`src/rtl/uart_pkg.sv`:
```
// -----------------------------------------------------------------------------
// uart_pkg
// Shared definitions for the UART receive (and future transmit) paths:
//   - uart_state_e     : receiver FSM state encoding
//   - UART_DATA_BITS   : payload bits per frame (8N1)
//   - uart_timer_width : width of a bit timer that counts 0 .. clk_div-1
// -----------------------------------------------------------------------------
package uart_pkg;

    typedef enum logic [2:0] {
        UART_IDLE      = 3'd0,
        UART_START     = 3'd1,
        UART_DATA      = 3'd2,
        UART_STOP      = 3'd3,
        UART_WAIT_IDLE = 3'd4
    } uart_state_e;

    localparam int UART_DATA_BITS = 8;

    // Bits needed to hold clk_div-1; never less than one bit.
    function automatic int uart_timer_width(input int clk_div);
        int w;
        w = $clog2(clk_div);
        return (w < 1) ? 1 : w;
    endfunction

endpackage

```
`src/rtl/uart_rx_fifo.sv`:
```
// -----------------------------------------------------------------------------
// uart_rx_fifo
// Synchronous FIFO with a registered head-of-queue output.
// Ports:
//   clk_i        clock
//   rst_ni       asynchronous active-low reset
//   push_i       write request; dropped when full unless a pop happens too
//   push_data_i  write data
//   pop_i        read request; ignored when empty
//   rd_data_o    registered head entry (valid while !empty_o)
//   empty_o      no entries
//   full_o       DEPTH entries
//   count_o      occupancy 0 .. DEPTH
// -----------------------------------------------------------------------------
module uart_rx_fifo #(
    parameter int DEPTH = 4,
    parameter int WIDTH = 8
) (
    input  logic                     clk_i,
    input  logic                     rst_ni,
    input  logic                     push_i,
    input  logic [WIDTH-1:0]         push_data_i,
    input  logic                     pop_i,
    output logic [WIDTH-1:0]         rd_data_o,
    output logic                     empty_o,
    output logic                     full_o,
    output logic [$clog2(DEPTH):0]   count_o
);

    localparam int AW = $clog2(DEPTH);
    localparam int CW = AW + 1;

    logic [WIDTH-1:0] mem_q [DEPTH];
    logic [AW-1:0]    wr_ptr_q, wr_ptr_d;
    logic [AW-1:0]    rd_ptr_q, rd_ptr_d;
    logic [AW-1:0]    rd_ptr_nxt;
    logic [CW-1:0]    count_q, count_d;
    logic [WIDTH-1:0] rd_data_q, rd_data_d;
    logic             do_push, do_pop;

    assign empty_o   = (count_q == '0);
    assign full_o    = (count_q == CW'(DEPTH));
    assign count_o   = count_q;
    assign rd_data_o = rd_data_q;

    // A push into a full FIFO is only accepted when a pop frees the slot
    // in the same cycle.
    assign do_pop     = pop_i & ~empty_o;
    assign do_push    = push_i & (~full_o | do_pop);
    assign rd_ptr_nxt = rd_ptr_q + AW'(1);

    always_comb begin
        wr_ptr_d  = wr_ptr_q;
        rd_ptr_d  = rd_ptr_q;
        count_d   = count_q;
        rd_data_d = rd_data_q;

        if (do_push) begin
            wr_ptr_d = wr_ptr_q + AW'(1);
        end
        if (do_pop) begin
            rd_ptr_d = rd_ptr_nxt;
        end

        case ({do_push, do_pop})
            2'b10:   count_d = count_q + CW'(1);
            2'b01:   count_d = count_q - CW'(1);
            default: count_d = count_q;
        endcase

        // Head register: on a pop, load the next entry; if the only entry is
        // being popped while a new one arrives, forward the incoming byte
        // because the array write has not landed yet. A push into an empty
        // FIFO is forwarded so the byte appears together with !empty.
        if (do_pop) begin
            if (count_q > CW'(1)) begin
                rd_data_d = mem_q[rd_ptr_nxt];
            end else if (do_push) begin
                rd_data_d = push_data_i;
            end
        end else if (empty_o && do_push) begin
            rd_data_d = push_data_i;
        end
    end

    // Storage array has no reset so it can map onto RAM primitives.
    always_ff @(posedge clk_i) begin
        if (do_push) begin
            mem_q[wr_ptr_q] <= push_data_i;
        end
    end

    always_ff @(posedge clk_i or negedge rst_ni) begin
        if (!rst_ni) begin
            wr_ptr_q  <= '0;
            rd_ptr_q  <= '0;
            count_q   <= '0;
            rd_data_q <= '0;
        end else begin
            wr_ptr_q  <= wr_ptr_d;
            rd_ptr_q  <= rd_ptr_d;
            count_q   <= count_d;
            rd_data_q <= rd_data_d;
        end
    end

endmodule

```
`src/rtl/uart_rx.sv`:
```
// -----------------------------------------------------------------------------
// uart_rx
// 8N1 UART receiver with a receive FIFO and sticky error flags.
// Ports:
//   sys_clk_in   system clock
//   sys_reset    asynchronous active-low reset
//   rx           asynchronous serial input, idles high
//   data_out     FIFO head byte (valid while data_valid)
//   data_valid   FIFO not empty
//   data_ready   pop strobe; pops when data_valid && data_ready
//   fifo_count   FIFO occupancy
//   frame_err    sticky: stop bit sampled low
//   overrun      sticky: byte dropped on a full FIFO
//   clear_err    pulse clearing both sticky flags (a same-cycle set wins)
// -----------------------------------------------------------------------------
module uart_rx
    import uart_pkg::*;
#(
    parameter int CLK_DIV    = 16,
    parameter int FIFO_DEPTH = 4
) (
    input  logic                         sys_clk_in,
    input  logic                         sys_reset,
    input  logic                         rx,
    output logic [7:0]                   data_out,
    output logic                         data_valid,
    input  logic                         data_ready,
    output logic [$clog2(FIFO_DEPTH):0]  fifo_count,
    output logic                         frame_err,
    output logic                         overrun,
    input  logic                         clear_err
);

    localparam int TW = uart_timer_width(CLK_DIV);
    localparam int IW = $clog2(UART_DATA_BITS);
    localparam logic [TW-1:0] HALF_LOAD = TW'(CLK_DIV / 2 - 1);
    localparam logic [TW-1:0] FULL_LOAD = TW'(CLK_DIV - 1);
    localparam logic [IW-1:0] LAST_BIT  = IW'(UART_DATA_BITS - 1);

    // Synchronizer and edge detector
    logic       sync1_q, sync2_q, prev_q;
    logic [1:0] settle_q;
    logic       armed_q, armed_d;
    logic       fall;

    // Receive FSM datapath
    uart_state_e               state_q, state_d;
    logic [TW-1:0]             timer_q, timer_d;
    logic [IW-1:0]             bit_idx_q, bit_idx_d;
    logic [UART_DATA_BITS-1:0] shift_q, shift_d;
    logic                      push_q, push_d;
    logic                      expired;

    // Flags
    logic frame_err_q, frame_err_d, ferr_set;
    logic overrun_q, overrun_d, ovr_set;

    // FIFO status
    logic fifo_empty, fifo_full;

    assign fall    = prev_q & ~sync2_q;
    assign expired = (timer_q == '0);

    // settle_q marks when sync2_q carries a real pin sample rather than its
    // reset value. The receiver only arms once it has seen a genuine high
    // level, so a frame cut by reset cannot leave a false start behind.
    assign armed_d = armed_q | (settle_q[1] & sync2_q);

    always_ff @(posedge sys_clk_in or negedge sys_reset) begin
        if (!sys_reset) begin
            sync1_q  <= 1'b1;
            sync2_q  <= 1'b1;
            prev_q   <= 1'b1;
            settle_q <= 2'b00;
            armed_q  <= 1'b0;
        end else begin
            sync1_q  <= rx;
            sync2_q  <= sync1_q;
            prev_q   <= sync2_q;
            settle_q <= {settle_q[0], 1'b1};
            armed_q  <= armed_d;
        end
    end

    always_comb begin
        state_d   = state_q;
        timer_d   = expired ? timer_q : timer_q - TW'(1);
        bit_idx_d = bit_idx_q;
        shift_d   = shift_q;
        push_d    = 1'b0;
        ferr_set  = 1'b0;

        case (state_q)
            UART_IDLE: begin
                if (armed_q && fall) begin
                    state_d = UART_START;
                    timer_d = HALF_LOAD;
                end
            end
            UART_START: begin
                if (expired) begin
                    if (!sync2_q) begin
                        state_d   = UART_DATA;
                        timer_d   = FULL_LOAD;
                        bit_idx_d = '0;
                    end else begin
                        state_d = UART_IDLE;
                    end
                end
            end
            UART_DATA: begin
                if (expired) begin
                    shift_d = {sync2_q, shift_q[UART_DATA_BITS-1:1]};
                    timer_d = FULL_LOAD;
                    if (bit_idx_q == LAST_BIT) begin
                        state_d = UART_STOP;
                    end else begin
                        bit_idx_d = bit_idx_q + IW'(1);
                    end
                end
            end
            UART_STOP: begin
                if (expired) begin
                    if (sync2_q) begin
                        push_d  = 1'b1;
                        state_d = UART_IDLE;
                    end else begin
                        ferr_set = 1'b1;
                        state_d  = UART_WAIT_IDLE;
                    end
                end
            end
            UART_WAIT_IDLE: begin
                if (sync2_q) begin
                    state_d = UART_IDLE;
                end
            end
            default: state_d = UART_IDLE;
        endcase
    end

    // A full FIFO only drops the byte when no pop frees a slot.
    assign ovr_set     = push_q & fifo_full & ~data_ready;
    assign frame_err_d = ferr_set | (frame_err_q & ~clear_err);
    assign overrun_d   = ovr_set  | (overrun_q   & ~clear_err);

    always_ff @(posedge sys_clk_in or negedge sys_reset) begin
        if (!sys_reset) begin
            state_q     <= UART_IDLE;
            timer_q     <= '0;
            bit_idx_q   <= '0;
            shift_q     <= '0;
            push_q      <= 1'b0;
            frame_err_q <= 1'b0;
            overrun_q   <= 1'b0;
        end else begin
            state_q     <= state_d;
            timer_q     <= timer_d;
            bit_idx_q   <= bit_idx_d;
            shift_q     <= shift_d;
            push_q      <= push_d;
            frame_err_q <= frame_err_d;
            overrun_q   <= overrun_d;
        end
    end

    // shift_q stays stable for many cycles after the stop sample, so the
    // registered push can take it directly.
    uart_rx_fifo #(
        .DEPTH (FIFO_DEPTH),
        .WIDTH (UART_DATA_BITS)
    ) u_fifo (
        .clk_i       (sys_clk_in),
        .rst_ni      (sys_reset),
        .push_i      (push_q),
        .push_data_i (shift_q),
        .pop_i       (data_ready),
        .rd_data_o   (data_out),
        .empty_o     (fifo_empty),
        .full_o      (fifo_full),
        .count_o     (fifo_count)
    );

    assign data_valid = ~fifo_empty;
    assign frame_err  = frame_err_q;
    assign overrun    = overrun_q;

endmodule

```
`config.mk`:
```
export PLATFORM = sky130hd
export DESIGN_NAME = uart_rx
export DESIGN_NICKNAME = d
export VERILOG_FILES = /design/src/rtl/uart_pkg.sv /design/src/rtl/uart_rx_fifo.sv /design/src/rtl/uart_rx.sv
export SDC_FILE = /design/constraint.sdc
export NUM_CORES = 1
export LEC_CHECK = 0
export ABC_AREA = 1
export CORE_MARGIN = 3
export CORE_UTILIZATION = 26
export DETAILED_ROUTE_END_ITERATION = 12
export SYNTH_ARGS = -nofsm -noshare
export SYNTH_HDL_FRONTEND = slang
export SYNTH_SLANG_ARGS = --single-unit
export TNS_END_PERCENT = 100
```
`constraint.sdc`:
```
create_clock -name sys_clk_in -period 1.7 [get_ports sys_clk_in]
set_input_delay 0.255 -clock sys_clk_in [delete_from_list [all_inputs] [get_ports sys_clk_in]]
set_output_delay 0.255 -clock sys_clk_in [all_outputs]
set_load 0.01 [all_outputs]
```
==> results of run 1 <==
[layout by cell type, fill, tap and decap left out, types with 2 or more instances in the layout]
cell               n
nand2_1          133
dfrtp_1           38
edfxtp_1          32
inv_1             30
nand3_1           29
nor2_1            25
buf_4             20
clkdlybuf4s50_1   16
clkbuf_16          9
o21ai_0            8
o21ai_2            8
ha_1               8
inv_2              7
nand2_2            5
nand2_4            4
ha_4               4
clkinvlp_4         4
xor2_1             3
dfstp_2            3
nor2_2             2
nand3b_1           2
a21oi_1            2
o21ai_1            2
a21oi_4            2
xnor2_1            2
clkinv_2           2
[final cells by class]
type,instances,share of cell area (%)
Sequential cell,74,46.27
Multi-Input combinational cell,247,30.68
Timing Repair Buffer,40,8.152
Clock buffer,9,5.166
Tap cell,172,4.937
Inverter,37,3.186
Clock inverter,7,1.607
[cells by family (layout without fill, tap and decap cells)]
group                    count (synthesis)  after routing  share of synthesized area [%]
flip-flops                              74             74                          58.54
buffers and inverters                   41             93                          4.796
AO/OA/AOI/OAI                           25             25                          5.451
AND/OR/NAND/NOR                        204            204                          25.47
XOR/XNOR                                 5              5                          1.272
other                                    1              1                         0.1089
adder cells (fa/ha/maj)                 12             12                          4.360
[flip-flops by register name (all words and copies together) (netlist names)]
register,cells
sync1_q,1
prev_q,1
u_fifo.mem_q,32
state_q,3
settle_q,2
u_fifo.wr_ptr_q,2
u_fifo.rd_data_o,8
timer_q,4
push_q,1
overrun,1
u_fifo.rd_ptr_q,2
bit_idx_q,3
frame_err,1
shift_q,8
u_fifo.count_o,3
armed_q,1
sync2_q,1
[where the power goes]
part	internal (mW)	total (mW)	switching (mW)
logic	1.15	2.65	1.50
registers	2.18	2.48	0.301
clock network	1.13	1.85	0.723
total	4.45	6.98	2.53
[metrics by stage]
step                      instances  cell area, sq um  setup slack, ns   TNS, ns
final                           586              4359          0.06714         0
after global routing            586              4359         -0.01779  -0.03624
after global placement          564              3971         -0.05210    -1.062
after CTS                       581              4273          0.01524         0
after floorplan                 362              3475          0.02704         0
after detailed placement        564              3971         -0.07410    -1.636
[worst max-delay path: stages, from the launching register on]
cell and delay, ns:
dfrtp_1 0.42, inv_2 0.12, ha_4 0.14, inv_1 0.05, nor2_2 0.15, nand2_2 0.10, ha_4 0.27, nor2_1 0.03
a21oi_1 0.14, o21ai_1 0.08, nand3_1 0.07
[routing by layer]
metal | GRT usage, % | wire, um
met1 | 11.71 | 2918
met2 | 16.67 | 3441
met3 | 1.538 | 149
met4 | 4.462 | 77
met5 | 0 | 0
[path summary, 6_finish.rpt]
path	start	end	slack (ns)
max	timer_q[0]	timer_q[0]	0.07
min	sys_reset	bit_idx_q[1]	-0.01
max reg2reg	timer_q[0]	timer_q[0]	0.07
min reg2reg	settle_q[0]	settle_q[1]	0.35
max in group asynchronous	sys_reset	u_fifo.count_o[0]	1.32
min in group sys_clk_in	rx	sync1_q	0.34
[repair_timing]
item	4_1_cts	5_1_grt
resized for setup	1	13
buffers inserted	1	5
hold buffers	0	0
pin swaps	0	4
setup endpoints to repair	1	11
==> summary.txt, run 1 <==
Place
  • Final HPWL DP: 4.773 mm
  • RD Place Congestion: 0.7632
  • PortBufs: 18

Logic synthesis
  • Top cells by area, synth: dfrtp_1 28%, edfxtp_1 28%, nand2_1 15%
  • Synth top area share: 28.34%
  • Post-synth ARST share: 56.76%
  • Mapped Area: 0.003443 sq mm
  • EDFF count, synth: 32
  • Netlist cell types: 30
  • Post-synthesis sequential area ratio: 58.54%
  • Net Count, Synth: 379
  • Synth Instances: 362
  • Top-count cell post-synth: nand2_1
  • Yosys warns: 0
  • Synth Flop Type: dfrtp_1
  • Commonest cells in the synthesized netlist: 135 x nand2_1, 39 x dfrtp_1, 34 x inv_1
  • Post-synth top area cell: dfrtp_1
  • #FFs+latches synth: 74
  • Syn_area_per_cell: 9.512 sq um

Final layout
  • Share of cells above drive strength 1: 19.08%
  • Synth-to-Final Area Change: 26.60%
  • Multi-input gate area: 0.001338 sq mm
  • Layout Nets: 426
  • # fillers: 1288
  • N_diodes: 0
  • Register cell area after layout: 0.002017 sq mm
  • Util after Layout: 34.13%

Flow run
  • Max_cap viols: 0

Detailed routing
  • DR DRC count: 0
  • Antenna-violating nets left: 0
  • DRT Pass-1 Iters: 4
  • Via count: 2424
  • Vias/cell: 4.137
  • Wire per inst: 11.24 um
  • Total wire length: 6.586 mm
  • Drt first-iter violations: 129

GRT
  • GR Util All Layers: 9.629%
  • Pin count of the biggest net entering global routing: 43
  • Vias in the first global route: 2372
  • Initial antenna violation count: 0
  • Gr ovfl total: 0
  • Global-route wire length before repair: 11.08 mm

Floorplan
  • Die area: 0.01466 sq mm
  • Die Width: 121.1 um
  • Core ar.: 0.01277 sq mm
  • Initial Util: 26.96%
  • Die Height: 121.1 um
  • Boundary pin count: 19
  • Placement Rows: 41

CTS
  • Clk slew on worst S/H paths: 0.06 ns
  • CTS root buf: clkbuf_16
  • CTS Buf Count: 9
  • CTS tree: yes
  • Worst-Skew Late Latency: 0.33 ns
  • Clk buf depth: 2
  • Htree depth: 3
  • Sink Count: 74

Outcome
  • Violated checks: negative hold slack
  • Status: complete, but fails checks

STA
  • Clk_skew: 0.007517 ns
  • Final min period: 1.633 ns
  • Fin crit share: 96.05%
  • Final Hold Vio Count: 15
  • Tightest Pin Transition: 0.5318 ns
  • Fin. max-slew vios: 0
  • Slew HR: 64.55%
  • Setup Viol. Count Final: 0
  • Hold Worst Slack: -0.01400 ns
  • F_max: 0.6124 GHz

Setup path
  • Critical path startpoint category: register
  • WP data required: 1.96 ns
  • CP Class: register to register
  • Reg2Reg Depth: 10
  • Crit end category: register
  • Worst Path Arrival: 1.89 ns
  • CP Max Fanout: 4

Min path
  • Min-Delay Path Class: input pin to asynchronous set/reset pin

Power
  • Leakage: 1.980 nW
  • Total Power: 6.983 mW
  • Max VDD drop: 0.8191 mV
  • Power density cells: 1602 mW/mm^2
Power figures use the tool's default switching activity.
==> inputs of run 2 (changes only) <==
CELL_PAD_IN_SITES_DETAIL_PLACEMENT = 0   (was default)
CELL_PAD_IN_SITES_GLOBAL_PLACEMENT = 1   (was default)
PLACE_DENSITY_LB_ADDON = 0.1   (was default)
TNS_END_PERCENT = default   (was 100)
clock period = 1.3 ns   (was 1.7 ns; I/O delays follow)
==> run 2 against run 1 <==
  * The flow finishes with violations (negative setup slack)
  * Sequential share of layout area shrank 5.5 points
  * Combinational power is 83% higher
  * Wire length increased by 33%
  * Die area did not move
  * Count of clock-buffer cells in the layout up 1
  * Highest routed layer unchanged
==> summary.txt, run 2 (synthesis gave the netlist of run 1 again) <==
STA
  • RSZ-0062 raised after global routing: true
  • Setup slack after layout: -0.2056 ns (-0.2727 ns)
  • Fin crit share: 115.8% (+20 points)
  • Clk_skew: 0.009575 ns (+0.002058 ns)
  • Setup Viol. Count Final: 47 (+47)
  • Final Hold Vio Count: 0 (-15)
  • Fin. max-slew vios: 0 (unchanged)
  • F_max: 0.6642 GHz (+8.5%)
  • TNS Setup: -6.028 ns (-6.028 ns)
  • Final min period: 1.506 ns (-0.1273 ns)

Final layout
  • Biggest register: u_fifo.mem_q
  • Synth-to-Final Area Change: 43.90%
  • Share of cells above drive strength 1: 36.32% (+17 points)
  • Non-Filler Instances: 629 (+7.3%)
  • Largest register FFs: 32 (unchanged)
  • Layout Nets: 469 (+10%)
  • N_diodes: 0 (unchanged)
  • Commonest non-fill, non-tap cell in the layout: nand2_1
  • Most frequent cells in the layout: 116 x nand2_1, 45 x buf_4, 37 x dfrtp_1, 32 x edfxtp_1, 27 x nand3_1

Power
  • Max VDD drop: 0.9626 mV (+18%)
  • Leakage: 2.271 nW (+15%)
  • Power density cells: 2092 mW/mm^2 (+31%)

GRT
  • Pin count of the biggest net entering global routing: 43 (unchanged)
  • Vias in the first global route: 2660 (+12%)
  • Initial antenna violation count: 0 (unchanged)
  • GR Util All Layers: 12.65% (+3.0 points)
  • Gr ovfl total: 0 (unchanged)
  • Global-route wire length before repair: 13.83 mm (+25%)

Flow run
  • Max_cap viols: 0 (unchanged)

Place
  • RD Place Congestion: 0.7634 (about the same)
  • PortBufs: 18 (unchanged)
  • Final HPWL DP: 5.684 mm (+19%)
  • Placed Cells: 595 (+5.5%)

Setup path
  • CP Cell Sequence: inv_2 > ha_4 > buf_4 > buf_4 > a21oi_2 > a21oi_4 > buf_4 > nand3_1 > nand2_1
  • CP top delay family: buffers and inverters
  • CP Buf/Inv Count: 4 (+2)
  • Crit end category: register
  • Critical path startpoint category: register
  • Most used cell, CP: buf_4
  • Slowest CP cell: dfrtp_1
  • CP Max Fanout: 4 (unchanged)
  • Worst Path Arrival: 1.73 ns (-0.16 ns)
  • CP Class: register to register
  • WP data required: 1.53 ns (-0.43 ns)
  • CP max stage delay: 0.36 ns (-0.06 ns)

Floorplan
  • Die Height: 121.1 um (unchanged)
  • Boundary pin count: 19 (unchanged)
  • Initial Util: 26.96% (unchanged)
  • Die Width: 121.1 um (unchanged)
  • Core ar.: 0.01277 sq mm (unchanged)
  • Die area: 0.01466 sq mm (unchanged)
  • Placement Rows: 41 (unchanged)

Detailed routing
  • Antenna-violating nets left: 0 (unchanged)
  • Drt first-iter violations: 97 (-25%)
  • Wire per inst: 13.88 um (+23%)
  • DR DRC count: 0 (unchanged)
  • Total wire length: 8.730 mm (+33%)
  • Via count: 2616 (+7.9%)
  • Vias/cell: 4.159 (+0.54%)
  • DRT Pass-1 Iters: 4 (unchanged)

CTS
  • CTS Buf Count: 9 (unchanged)
  • CTS tree: yes
  • Htree depth: 3 (unchanged)
  • CTS root buf: clkbuf_16
  • Clk buf depth: 2 (unchanged)
  • Clk slew on worst S/H paths: 0.06 ns (about the same)
  • Sink Count: 74 (unchanged)
  • Worst-Skew Late Latency: 0.34 ns (about the same)

Min path
  • Min-Delay Path Class: input pin to register

Outcome
  • Violated checks: negative setup slack
  • Status: complete, but fails checks
==> run 2: cell types whose count changed in the layout (fill, tap and decap cells not counted), sizes merged <==
| cell | previous run | this run |
|---|---|---|
| dlygate4sd2 | 1 | 10 |
| dlygate4sd3 | 0 | 1 |
| clkbuf | 9 | 10 |
| bufinv | 1 | 0 |
| clkdlybuf4s50 | 16 | 3 |
| buf | 23 | 66 |
| nand2 | 142 | 144 |
| nor2 | 28 | 29 |
==> run 2: power breakdown <==
group	internal [mW]	switching (mW)
sequential	2.85	0.302
clock	1.34	1.01
combinational	2.18	2.68
total	6.38	3.99
==> run 2: final cells by class <==
class | count | area [sq um]
fillers | 1291 | 7819
inverters | 37 | 150.1
clock buffers | 10 | 239.0
flip-flops and latches | 74 | 2018
multi-input cells | 250 | 1583
clock inverters | 6 | 41.29
repair buffers | 80 | 708.2
well taps | 172 | 215.2
==> run 2: timing repair <==
action | CTS | global route
cloned | 1 | 2
buffers inserted | 8 | 7
gates resized for setup | 54 | 54
hold buffers | 1 | 0
pin swaps | 25 | 29
endpoints found under the setup margin | 77 | 68
endpoints found under the hold margin | 39 | 0
==> run 2: metrics by stage <==
| step | hold WS (ns) | worst slack [ns] | cell area (sq um) | util, % | power, mW |
|---|---|---|---|---|---|
| floorplan | -0.1006 | -0.3376 | 3525 | - | 5.522 |
| global placement | 0.1986 | -0.3627 | 4267 | 33.40 | 7.334 |
| detailed placement | 0.1973 | -0.3771 | 4267 | 33.40 | 7.314 |
| CTS | 0.2490 | -0.2397 | 4696 | 36.76 | 10.02 |
| global route | 0.2632 | -0.3327 | 4955 | 38.79 | 11.23 |
| finish | 0.2665 | -0.2056 | 4955 | 38.79 | 10.37 |
==> run 2: path summary, 6_finish.rpt <==
check	from	end	slack, ns	cells after the start
max reg2reg	u_fifo.count_o[1]	u_fifo.rd_data_o[6]	-0.21	9
min reg2reg	settle_q[0]	settle_q[1]	0.34	0
max in group asynchronous	sys_reset	sync1_q	0.66	3
min	rx	sync1_q	0.27	1
min in group asynchronous	sys_reset	bit_idx_q[1]	0.35	3
max	u_fifo.count_o[1]	u_fifo.rd_data_o[6]	-0.21	9
==> run 2: per-layer routing <==
metal  vias to the layer above  part of all wire (%)  wire length [um]  global-route usage, %
met5                         -                     0                 0                      0
met4                         0                  0.97                85                  4.462
met3                         4                   2.4               206                  4.056
met2                        21                    51              4490                  21.01
met1                      1247                    45              3946                  15.44
li1                       1344                     -                 -                      -
